--- src/rtl/serial_addsub_if.sv ---
// Handshake and result bus between the operand decode stage and the bit-serial add/sub unit.
interface serial_addsub_if #(
   parameter int WIDTH = 32
);
   logic             start;
   logic             op_sub;
   logic [WIDTH-1:0] a;
   logic [WIDTH-1:0] b;
   logic             busy;
   logic             done;
   logic [WIDTH-1:0] result;
   logic             carryout;
   logic             overflow;
   logic             zero;

   modport master (
      output start, op_sub, a, b,
      input  busy, done, result, carryout, overflow, zero
   );

   modport slave (
      input  start, op_sub, a, b,
      output busy, done, result, carryout, overflow, zero
   );
endinterface

--- src/rtl/serial_addsub.sv ---
// Bit-serial adder/subtractor: one fulladder slice per clock, WIDTH+1 cycles per op.
// Start is only taken while not busy; requests during RUN are dropped, not queued.

module fulladder (
   input  logic a,
   input  logic b,
   input  logic cin,
   output logic sum,
   output logic cout
);
   assign sum  = a ^ b ^ cin;
   assign cout = (a & b) | (cin & (a ^ b));
endmodule

module serial_addsub #(
   parameter int WIDTH = 32
) (
   input  logic            clk,
   input  logic            rst_n,
   serial_addsub_if.slave  bus
);
   localparam int CW = (WIDTH > 2) ? $clog2(WIDTH) : 1;

   typedef enum logic [1:0] {
      IDLE = 2'd0,
      RUN  = 2'd1,
      DONE = 2'd2
   } state_t;

   state_t           state;
   logic [WIDTH-1:0] sa;
   logic [WIDTH-1:0] sb;
   logic [WIDTH-1:0] w;
   logic             cf;
   logic [CW-1:0]    cnt;

   logic             busy_q;
   logic             done_q;
   logic [WIDTH-1:0] result_q;
   logic             carry_q;
   logic             ovf_q;
   logic             zero_q;

   logic             fa_sum;
   logic             fa_cout;
   logic [WIDTH-1:0] w_next;
   logic             last;

   fulladder u_fa (
      .a    (sa[0]),
      .b    (sb[0]),
      .cin  (cf),
      .sum  (fa_sum),
      .cout (fa_cout)
   );

   assign w_next = {fa_sum, w[WIDTH-1:1]};
   assign last   = (cnt == CW'(WIDTH - 1));

   always_ff @(posedge clk) begin
      if (!rst_n) begin
         state    <= IDLE;
         busy_q   <= 1'b0;
         done_q   <= 1'b0;
         result_q <= '0;
         carry_q  <= 1'b0;
         ovf_q    <= 1'b0;
         zero_q   <= 1'b0;
         sa       <= '0;
         sb       <= '0;
         w        <= '0;
         cf       <= 1'b0;
         cnt      <= '0;
      end else begin
         case (state)
            IDLE, DONE: begin
               done_q <= 1'b0;
               if (bus.start) begin
                  sa     <= bus.a;
                  // subtraction is A + ~B + 1: the +1 enters as the initial carry
                  sb     <= bus.op_sub ? ~bus.b : bus.b;
                  cf     <= bus.op_sub;
                  cnt    <= '0;
                  w      <= '0;
                  state  <= RUN;
                  busy_q <= 1'b1;
               end else begin
                  state  <= IDLE;
                  busy_q <= 1'b0;
               end
            end
            RUN: begin
               sa  <= sa >> 1;
               sb  <= sb >> 1;
               w   <= w_next;
               cf  <= fa_cout;
               cnt <= cnt + CW'(1);
               if (last) begin
                  // cf still holds the carry into the MSB slice on this edge
                  result_q <= w_next;
                  carry_q  <= fa_cout;
                  ovf_q    <= cf ^ fa_cout;
                  zero_q   <= (w_next == '0);
                  state    <= DONE;
                  busy_q   <= 1'b0;
                  done_q   <= 1'b1;
               end
            end
            default: begin
               state  <= IDLE;
               busy_q <= 1'b0;
               done_q <= 1'b0;
            end
         endcase
      end
   end

   assign bus.busy     = busy_q;
   assign bus.done     = done_q;
   assign bus.result   = result_q;
   assign bus.carryout = carry_q;
   assign bus.overflow = ovf_q;
   assign bus.zero     = zero_q;
endmodule

--- src/flat_wrapper.sv ---
// flat-port wrapper written by rule: the top's interface ports become plain ports
module serial_addsub_flat 
#(
   parameter int WIDTH = 32
)
  (clk, rst_n, bus_start, bus_op_sub, bus_a, bus_b, bus_busy, bus_done, bus_result, bus_carryout, bus_overflow, bus_zero);
  serial_addsub_if #(.WIDTH(WIDTH)) bus_i ();
  input  logic clk;
  input  logic rst_n;
  input wire logic [$bits(bus_i.start)-1:0] bus_start;
  input wire logic [$bits(bus_i.op_sub)-1:0] bus_op_sub;
  input wire logic [$bits(bus_i.a)-1:0] bus_a;
  input wire logic [$bits(bus_i.b)-1:0] bus_b;
  output wire logic [$bits(bus_i.busy)-1:0] bus_busy;
  output wire logic [$bits(bus_i.done)-1:0] bus_done;
  output wire logic [$bits(bus_i.result)-1:0] bus_result;
  output wire logic [$bits(bus_i.carryout)-1:0] bus_carryout;
  output wire logic [$bits(bus_i.overflow)-1:0] bus_overflow;
  output wire logic [$bits(bus_i.zero)-1:0] bus_zero;
  assign bus_i.start = bus_start;
  assign bus_i.op_sub = bus_op_sub;
  assign bus_i.a = bus_a;
  assign bus_i.b = bus_b;
  assign bus_busy = bus_i.busy;
  assign bus_done = bus_i.done;
  assign bus_result = bus_i.result;
  assign bus_carryout = bus_i.carryout;
  assign bus_overflow = bus_i.overflow;
  assign bus_zero = bus_i.zero;
  serial_addsub #(.WIDTH(WIDTH)) u_core (.clk(clk), .rst_n(rst_n), .bus(bus_i));
endmodule
--- config.mk ---
export PLATFORM = sky130hd
export DESIGN_NAME = serial_addsub_flat
export DESIGN_NICKNAME = d
export VERILOG_FILES = /design/src/rtl/serial_addsub_if.sv /design/src/rtl/serial_addsub.sv /design/src/flat_wrapper.sv
export SDC_FILE = /design/constraint.sdc
export NUM_CORES = 1
export LEC_CHECK = 0
export ABC_AREA = 1
export BUFFER_PORTS_ARGS = -buffer_cell sky130_fd_sc_hd__buf_4
export CAP_MARGIN = 20
export CORE_MARGIN = 3
export CORE_UTILIZATION = 58
export DETAILED_ROUTE_END_ITERATION = 16
export GPL_ROUTABILITY_DRIVEN = 0
export PLACE_DENSITY = 0.83
export SYNTH_ARGS = -nofsm -noshare
export SYNTH_HDL_FRONTEND = slang
export SYNTH_SLANG_ARGS = --single-unit
--- constraint.sdc ---
create_clock -name clk -period 2.65 [get_ports clk]
set_input_delay 0.265 -clock clk [delete_from_list [all_inputs] [get_ports clk]]
set_output_delay 0.265 -clock clk [all_outputs]
set_load 0.02 [all_outputs]
==> flow_metrics.py, run 1 <==
metrics = {
    "place": {
        "portBuffers": 104,
        "dpl.hpwl_um": 8290,
        "dp_cells": 894,
    },
    "power_and_ir_drop": {
        "pwr-share-seq": 0.438,
        "p_per_area_mw_per_mm2": 719,
        "combPwrFrac": 0.112,
        "p_sw_w": 0.00136,
        "internal_power_w": 0.00372,
        "pwr-share-clk": 0.450,
        "swShare": 0.268,
        "ir_worst_vdd_uv": 438,
        "leakage_nw": 2.91,
    },
    "critical_path": {
        "required_ps": 3030,
        "r2r_start": "u_core.bus.busy",
        "crit_fanout": 35,
        "start_kind": "flop",
        "rr_endpoint": "u_core.sa[28]",
        "reg2regPathDepth": 5,
        "critical-path-slowest-cell": "clkinv_1",
        "cpPeakStageDelay_ps": 820,
        "criticalPathCategory": "reg2reg",
        "endpoint_kind": "flop",
        "crit_chain": "inv_1 > nand2_4 > clkinv_1 > nand2_1 > a31oi_1",
        "reg2reg_slack_ps": 470,
        "arrival_ps": 2550,
    },
    "route": {
        "viasPerCell": 5.49,
        "ant_nets": 0,
        "drt_wl_total_um": 13200,
        "drt_iter0_drc": 247,
        "dr.pass1.iters": 5,
        "drc": 0,
        "route.vias.total": 5087,
        "post_drt_wl_per_cell_um": 14.2,
    },
    "logic_synthesis": {
        "synth-warning-count": 0,
        "synth-seq-cells": 139,
        "syn_nets": 776,
        "synth_area_per_cell_sq_um": 8.21,
        "synth_async_sr_flop_share": 0,
        "synth_ff_type": "dfxtp_1",
        "synth_cells": 705,
        "synthDistinctLibCells": 33,
        "synth-edff-count": 0,
        "synth_seq_area_share": 0.481,
        "syn_area_sq_mm": 0.00579,
    },
    "min_path": {
        "hold_path_depth": 3,
        "hp-start": "bus_a[22]",
        "min_path_type": "in2reg",
        "hold_end": "u_core.sa[22]",
    },
    "grt": {
        "grt_overflow": 0,
        "grt_usage": 0.238,
        "antenna_found_initial": 0,
        "grt_start_max_net_pins": 54,
        "first_global_vias": 4844,
        "grt_pass1_wl_um": 21800,
    },
    "final_layout": {
        "antenna_cells": 0,
        "drive_gt1_frac": 0.198,
        "syn2layout_area_growth_pct": 22.0,
        "nNetsFinal": 856,
        "final-seq-area_sq_mm": 0.00278,
        "fin_cells": 927,
        "multi_input_area_sq_mm": 0.00238,
        "nFillCells": 688,
    },
    "flow_run": {
        "cap_violations": 0,
    },
    "timing": {
        "fin_setup_tns_ps": 0,
        "setup_violations": 0,
        "worst_pin_slew_ps": 868,
        "slew_violations": 0,
        "finalClockSkew_ps": 12.3,
        "rsz0062_at_grt": "no",
        "period_needed_ps": 2180,
        "fmax_mhz": 460,
        "finalHoldViolCount": 0,
        "period_share": 0.821,
        "slew_headroom": 0.418,
    },
    "floorplanning": {
        "fp.dieW_um": 106,
        "fp.dieH_um": 106,
        "dieArea_sq_mm": 0.0112,
        "ioPinCount": 105,
        "initial_core_util": 0.612,
        "coreArea_sq_mm": 0.00946,
        "fp-row-count": 35,
    },
    "clock_network": {
        "cts_inserted_buffers": 17,
        "clock_path_buffers": 2,
        "ctsHoldBuffers": 1,
        "clock-root-buffer": "clkbuf_8",
        "cts_resized": 0,
        "cts_tree": "yes",
        "insertion_delay_ps": 530,
        "h-tree-depth": 4,
        "cts_setup_buffers": 0,
        "path_clk_slew_ps": 70,
        "clock_sinks": 139,
    },
    "status": {
        "status": "complete, no violations",
    },
}
cell usage in the layout (no fill, tap or decap), types with 5 or more instances in the layout:
cell type,count
a21oi_1,15
a31oi_1,32
buf_4,110
clkbuf_16,16
clkinv_4,6
dfxtp_1,139
inv_1,75
inv_6,5
nand2_1,196
nand3_1,34
nor2_1,20
o21ai_0,35
o221ai_1,21
o221ai_2,9
o22ai_1,5
o32ai_1,23
xnor2_1,32
kinds of logic after synthesis:
kind of cell / share of synthesized area
buffers and inverters: 0.108
DFF: 0.481
and+or+nand+nor: 0.176
xor gates and xnor gates: 0.0499
adders and majority gates: 0.00778
AOI/OAI and AO/OA: 0.178
area by class of cell:
| class | instances | share of cell area |
|---|---|---|
| Clock buffer | 18 | 0.0606 |
| Clock inverter | 14 | 0.0218 |
| Inverter | 80 | 0.0429 |
| Multi-Input combinational cell | 435 | 0.337 |
| Sequential cell | 139 | 0.394 |
| Tap cell | 129 | 0.0229 |
| Timing Repair Buffer | 112 | 0.121 |
state kept, by name, summed over array words and instances (netlist names):
register,count
u_core.bus.result,32
u_core.sa,32
u_core.sb,32
u_core.w,31
u_core.cnt,5
u_core.bus.busy,1
u_core.bus.carryout,1
u_core.bus.done,1
u_core.bus.overflow,1
u_core.bus.zero,1
u_core.cf,1
u_core.state,1
layer usage:
layer	vias to the layer above	track usage	routed length, um	share of wire
met2	176	0.415	6730	0.51
li1	2508	-	-	-
met5	-	0	0	0
met4	0	0.0944	265	0.020
met3	26	0.0557	761	0.058
met1	2377	0.282	5440	0.41
cells in the mapped netlist (9+ instances only):
| cell | count | area (sq um) |
|---|---|---|
| o221ai_2 | 9 | 135 |
| buf_2 | 21 | 105 |
| o221ai_1 | 21 | 184 |
| o21ai_0 | 35 | 175 |
| o32ai_1 | 23 | 201 |
| xnor2_1 | 32 | 280 |
| nand2_1 | 196 | 736 |
| nor2_1 | 20 | 75.1 |
| a21oi_1 | 15 | 75.1 |
| clkbuf_1 | 9 | 33.8 |
| a31oi_1 | 32 | 200 |
| nand3_1 | 34 | 170 |
| buf_6 | 11 | 124 |
| dfxtp_1 | 139 | 2780 |
| inv_1 | 75 | 282 |
power groups by stage:
stage | sequential (W) | combinational (W) | clock (W)
after global routing | 0.00223 | 0.000632 | 0.00240
after CTS | 0.00222 | 0.000568 | 0.00230
after floorplan | 0.00226 | 0.000437 | 0
after detailed placement | 0.00227 | 0.000560 | 0
final | 0.00223 | 0.000569 | 0.00228
after global placement | 0.00227 | 0.000544 | 0
critical path, delay by kind of cell (launching register included):
| kind | cells | cell delay, ps |
|---|---|---|
| buf+inv | 2 | 910 |
| simple gates | 2 | 630 |
| flops | 1 | 370 |
| compound gates | 1 | 120 |
through the flow:
stage	util	hold slack, ps	power (W)	setup slack (ps)	instance area [sq um]
2_1_floorplan	-	397	0.00270	1070	5790
3_5_place_dp	0.684	456	0.00283	485	6470
5_1_grt	0.747	27.1	0.00526	253	7060
3_3_place_gp	0.684	452	0.00281	588	6470
6_report	0.747	20.4	0.00508	474	7060
4_1_cts	0.747	1.21	0.00509	485	7060
worst max path at each step:
| stage | from | to | slack (ps) | cells past startpoint |
|---|---|---|---|---|
| 5_1_grt | u_core.bus.busy | u_core.sa[25] | 250 | 5 |
| 3_5_place_dp | u_core.bus.busy | u_core.sa[25] | 490 | 5 |
| 6_report | u_core.bus.busy | u_core.sa[28] | 470 | 5 |
| 2_1_floorplan | u_core.cnt[0] | u_core.bus.result[26] | 1070 | 9 |
| 3_3_place_gp | u_core.bus.busy | u_core.sa[25] | 590 | 5 |
| 4_1_cts | u_core.bus.busy | u_core.sa[28] | 480 | 5 |
Note: power is estimated with default switching activity, not from simulation.
==> inputs of run 2 (changes only) <==
--- a/config.mk
+++ b/config.mk
@@ -9,10 +9,10 @@
 export BUFFER_PORTS_ARGS = -buffer_cell sky130_fd_sc_hd__buf_4
 export CAP_MARGIN = 20
 export CORE_MARGIN = 3
-export CORE_UTILIZATION = 58
+export CORE_UTILIZATION = 55
 export DETAILED_ROUTE_END_ITERATION = 16
 export GPL_ROUTABILITY_DRIVEN = 0
-export PLACE_DENSITY = 0.83
+export PLACE_DENSITY = 0.79
 export SYNTH_ARGS = -nofsm -noshare
 export SYNTH_HDL_FRONTEND = slang
 export SYNTH_SLANG_ARGS = --single-unit
==> constraint.sdc (replaced) <==
create_clock -name clk -period 2.06 [get_ports clk]
set_input_delay 0.206 -clock clk [delete_from_list [all_inputs] [get_ports clk]]
set_output_delay 0.206 -clock clk [all_outputs]
set_load 0.02 [all_outputs]
==> flow_metrics.py, run 2 (same netlist as run 1, synthesis figures left out) <==
metrics = {
    "clock_network": {
        "insertion_delay_ps": 520,
        "clock_path_buffers": 2,
        "cts_tree": "yes",
        "clock-root-buffer": "clkbuf_8",
        "clock_sinks": 139,
        "cts_setup_buffers": 0,
        "cts_inserted_buffers": 17,
        "path_clk_slew_ps": 60,
        "h-tree-depth": 4,
    },
    "place": {
        "place_area_sq_mm": 0.00651,
        "portBuffers": 104,
        "dpl.hpwl_um": 8370,
    },
    "critical_path": {
        "criticalPathCategory": "reg2reg",
        "crit_fanout": 21,
        "start_kind": "flop",
        "endpoint_kind": "flop",
        "reg2reg_slack_ps": 170,
        "arrival_ps": 2330,
        "required_ps": 2490,
    },
    "grt": {
        "grt_pass1_wl_um": 22700,
        "antenna_found_initial": 0,
        "grt_usage": 0.241,
        "grt_overflow": 0,
        "first_global_vias": 4973,
        "grt_start_max_net_pins": 47,
    },
    "timing": {
        "fmax_mhz": 528,
        "hold_ws_ps": 58.4,
        "period_share": 0.919,
        "slew_headroom": 0.623,
        "slew_violations": 0,
        "rsz0062_at_grt": "yes",
        "worst_pin_slew_ps": 565,
        "finalHoldViolCount": 0,
        "finalClockSkew_ps": 6.57,
        "setup_violations": 0,
        "period_needed_ps": 1890,
    },
    "min_path": {
        "min_path_type": "in2reg",
    },
    "route": {
        "drt_iter0_drc": 342,
        "dr.pass1.iters": 5,
        "drt_wl_total_um": 13700,
        "post_drt_wl_per_cell_um": 14.2,
        "viasPerCell": 5.36,
        "route.vias.total": 5171,
        "ant_nets": 0,
        "drc": 0,
    },
    "final_layout": {
        "layout_commonest_cell": "nand2_1",
        "fin_util": 0.738,
        "final-seq-area_sq_mm": 0.00278,
        "nFillCells": 749,
        "nNetsFinal": 891,
        "drive_gt1_frac": 0.192,
        "antenna_cells": 0,
        "multi_input_area_sq_mm": 0.00238,
        "design_area_sq_mm": 0.00738,
        "layout_common_cells": "196 x nand2_1, 139 x dfxtp_1, 112 x buf_4",
        "syn2layout_area_growth_pct": 27.6,
    },
    "status": {
        "status": "complete, no violations",
    },
    "floorplanning": {
        "ioPinCount": 105,
        "fp-row-count": 36,
        "initial_core_util": 0.579,
        "fp.dieW_um": 109,
        "fp.dieH_um": 109,
        "coreArea_sq_mm": 0.0100,
        "dieArea_sq_mm": 0.0118,
    },
    "power_and_ir_drop": {
        "ir_worst_vdd_uv": 553,
        "leakage_nw": 3.05,
        "finalPower_w": 0.00642,
        "p_per_area_mw_per_mm2": 870,
    },
    "flow_run": {
        "cap_violations": 0,
    },
}
## run 2: layer usage
metal / vias up / GRT usage / part of all wire
met1: 2410 / 0.298 / 0.42
met3: 28 / 0.0531 / 0.055
met4: 0 / 0.104 / 0.020
li1: 2571 / - / -
met2: 162 / 0.403 / 0.51
met5: - / 0 / 0
## run 2: area by class of cell
class | instances | area share
inverter | 80 | 0.0410
clock inverter | 13 | 0.0158
multi-input combinational | 435 | 0.322
clock buffer | 18 | 0.0579
tap | 133 | 0.0225
timing repair buffer | 147 | 0.164
sequential | 139 | 0.377
## run 2: through the flow
stage	setup WS, ps	instances	setup TNS [ps]
global placement	308	901	0
detailed placement	183	901	0
CTS	171	965	0
global route	-44.5	965	-176
finish	167	965	0
floorplan	485	705	0
## run 2: worst paths after layout
kind / startpoint / end / cells after the start
worst min register to register: u_core.bus.result[12] / u_core.bus.result[12] / 2
worst max-delay path: u_core.cnt[0] / u_core.bus.result[8] / 8
worst min-delay path: bus_b[18] / u_core.sb[18] / 5
worst max register to register: u_core.cnt[0] / u_core.bus.result[8] / 8
## run 2: what timing repair did
item / in CTS / in global routing
hold buffers: 33 / 0
setup endpoints to repair: 0 / 8
endpoints found under the hold margin: 33 / 0
resized for setup: 0 / 0
## run 2: critical path, cell delays in order (launching register included)
cell and delay (ps):
dfxtp_1 380, ha_1 200, inv_1 50, nor2_1 110, ha_1 210, nand3_1 180
nor2_1 160, inv_1 270, o21ai_0 250
## run 2: report_power, final
group	leakage, nW	internal, W	total, W	switching, W
Clock	0.264	0.00163	0.00277	0.00114
Combinational	1.65	0.000338	0.000788	0.000450
Sequential	1.13	0.00281	0.00286	0.0000570
Total	3.05	0.00477	0.00642	0.00165
==> inputs of run 3 (changes only) <==
--- a/config.mk
+++ b/config.mk
@@ -8,6 +8,7 @@
 export ABC_AREA = 1
 export BUFFER_PORTS_ARGS = -buffer_cell sky130_fd_sc_hd__buf_4
 export CAP_MARGIN = 20
+export CORE_ASPECT_RATIO = 0.5
 export CORE_MARGIN = 3
 export CORE_UTILIZATION = 55
 export DETAILED_ROUTE_END_ITERATION = 16
@@ -15,4 +16,5 @@
 export PLACE_DENSITY = 0.79
 export SYNTH_ARGS = -nofsm -noshare
 export SYNTH_HDL_FRONTEND = slang
+export SYNTH_HIERARCHICAL = 1
 export SYNTH_SLANG_ARGS = --single-unit
==> flow_metrics.py, run 3 <==
metrics = {
    "grt": {
        "antenna_found_initial": 0,
        "use_met1": 0.304,
        "use_met2": 0.342,
        "first_global_vias": 4501,
        "grt_use_met3": 0.0496,
        "grt_overflow": 0,
        "grt_pass1_wl_um": 21300,
        "busiest_layer": "met2",
        "grt_usage": 0.223,
        "grt_start_max_net_pins": 51,
    },
    "timing": {
        "finalHoldViolCount": 0,
        "period_needed_ps": 1830,
        "period_share": 0.886,
        "slew_headroom": 0.651,
        "slew_violations": 0,
        "worst_pin_slew_ps": 523,
        "setup_violations": 0,
        "fmax_mhz": 548,
        "finalClockSkew_ps": 10.7,
        "rsz0062_at_grt": "no",
        "fin_setup_tns_ps": 0,
    },
    "clock_network": {
        "path_clk_slew_ps": 60,
        "cts_tree": "yes",
        "cts_inserted_buffers": 17,
        "ctsHoldBuffers": 0,
        "cts_setup_buffers": 0,
        "insertion_delay_ps": 410,
        "clock_sinks": 140,
        "clock-root-buffer": "clkbuf_16",
        "cts_resized": 0,
        "h-tree-depth": 4,
        "clock_path_buffers": 2,
    },
    "route": {
        "drt_wl_total_um": 13100,
        "ant_nets": 0,
        "drt_iter0_drc": 345,
        "post_drt_wl_per_cell_um": 13.8,
        "drc": 0,
        "route.vias.total": 5010,
        "viasPerCell": 5.28,
        "dr.pass1.iters": 5,
    },
    "floorplanning": {
        "fp-row-count": 25,
        "fp.dieH_um": 78.2,
        "ioPinCount": 105,
        "initial_core_util": 0.586,
        "dieArea_sq_mm": 0.0118,
        "fp.dieW_um": 150,
        "coreArea_sq_mm": 0.00979,
    },
    "critical_path": {
        "r2r_start": "u_core/cnt[0]",
        "required_ps": 2390,
        "arrival_ps": 2160,
        "criticalPathCategory": "reg2reg",
        "start_kind": "flop",
        "reg2reg_slack_ps": 230,
        "endpoint_kind": "flop",
        "crit_fanout": 50,
        "rr_endpoint": "u_core/bus.result[3]",
        "crit_path_end": "u_core/bus.result[3]",
        "cp-startpoint": "u_core/cnt[0]",
        "reg2regPathDepth": 9,
    },
    "logic_synthesis": {
        "yosysTopAreaCellShare": 0.488,
        "synth_seq_area_share": 0.488,
        "synthDistinctLibCells": 27,
        "syn_nets": 786,
        "synth.largest_area_cell": "dfxtp_1",
        "synth_area_per_cell_sq_um": 8.03,
        "synth_async_sr_flop_share": 0,
        "yosysMostFrequentCell": "nand2_1",
        "syn_area_sq_mm": 0.00574,
        "synth_cells": 715,
        "netlist_top_cells_count": "170 x nand2_1, 140 x dfxtp_1, 81 x inv_1",
        "synth-seq-cells": 140,
        "synth-edff-count": 0,
        "synth_ff_type": "dfxtp_1",
        "synth-warning-count": 6,
        "synth_area_leaders": "dfxtp_1 49%, nand2_1 11%, inv_1 5.3%, o21ai_0 4.9%, a21oi_1 4.5%",
    },
    "power_and_ir_drop": {
        "p_per_area_mw_per_mm2": 928,
        "leakage_nw": 3.03,
        "ir_worst_vdd_uv": 556,
        "finalPower_w": 0.00668,
    },
    "min_path": {
        "min_path_type": "in2reg",
    },
    "final_layout": {
        "multi_input_area_sq_mm": 0.00236,
        "nFillCells": 760,
        "nNetsFinal": 871,
        "fin_util": 0.736,
        "antenna_cells": 0,
        "layout_commonest_cell": "nand2_1",
        "layout_common_cells": "170 x nand2_1, 140 x dfxtp_1, 115 x buf_4",
        "syn2layout_area_growth_pct": 25.5,
        "drive_gt1_frac": 0.207,
        "final-seq-area_sq_mm": 0.00280,
    },
    "flow_run": {
        "cap_violations": 0,
    },
    "place": {
        "dpl.hpwl_um": 8250,
        "portBuffers": 104,
    },
    "status": {
        "status": "complete, no violations",
    },
}
-- run 3: cell count changes after synthesis, sizes merged, moves of 9 or more --
| cell | delta |
|---|---|
| a21oi | +37 |
| nand2 | -26 |
| o21ai | +26 |
| nand3 | -24 |
| xnor2 | -11 |
| o221ai | -10 |
| inv | +9 |
-- run 3: per-stage QoR --
step	instances	hold slack (ps)	setup WS (ps)	cell area [sq um]
final	948	61.0	235	7200
after global routing	948	67.1	12.0	7200
after CTS	948	45.5	232	7200
after detailed placement	916	463	227	6580
after global placement	916	448	382	6580
after floorplan	715	354	544	5740
-- run 3: worst max-delay path, cell delays in order, from the launching register on --
cell	delay, ps
dfxtp_1	360
ha_1	200
inv_1	50
nor2_1	110
ha_1	220
nand3_2	100
inv_2	180
buf_12	230
o21ai_0	110
a21oi_1	180
-- run 3: per-layer routing --
layer | vias to the layer above | part of all wire
met5 | - | 0
met2 | 183 | 0.44
li1 | 2560 | -
met1 | 2241 | 0.47
met3 | 26 | 0.067
met4 | 0 | 0.022
-- run 3: kinds of logic after synthesis --
kind of cell               share of synthesized area
AOI/OAI and AO/OA                              0.228
xor gates and xnor gates                      0.0320
adders and majority gates                    0.00785
buffers and inverters                          0.101
DFF                                            0.488
and+or+nand+nor                                0.143
-- run 3: worst min path at each step --
| stage | from | to | slack, ps | cells past startpoint |
|---|---|---|---|---|
| 6_report | bus_a[31] | u_core/sa[31] | 60 | 3 |
| 5_1_grt | bus_a[31] | u_core/sa[31] | 70 | 3 |
| 4_1_cts | bus_a[31] | u_core/sa[31] | 50 | 3 |
| 3_5_place_dp | u_core/sa[31] | u_core/sa[31] | 460 | 2 |
| 3_3_place_gp | u_core/sa[31] | u_core/sa[31] | 450 | 2 |
| 2_1_floorplan | bus_a[31] | u_core/sa[31] | 350 | 2 |
-- run 3: power breakdown --
| group | switching (W) | internal, W |
|---|---|---|
| Sequential | 0.0000511 | 0.00281 |
| Combinational | 0.000373 | 0.000264 |
| Clock | 0.00122 | 0.00197 |
-- run 3: final cells by class --
cell class	count	share of cell area
sequential	140	0.389
tap	135	0.0234
clock buffer	18	0.0610
clock inverter	14	0.0254
multi-input combinational	436	0.328
inverter	87	0.0453
timing repair buffer	118	0.128
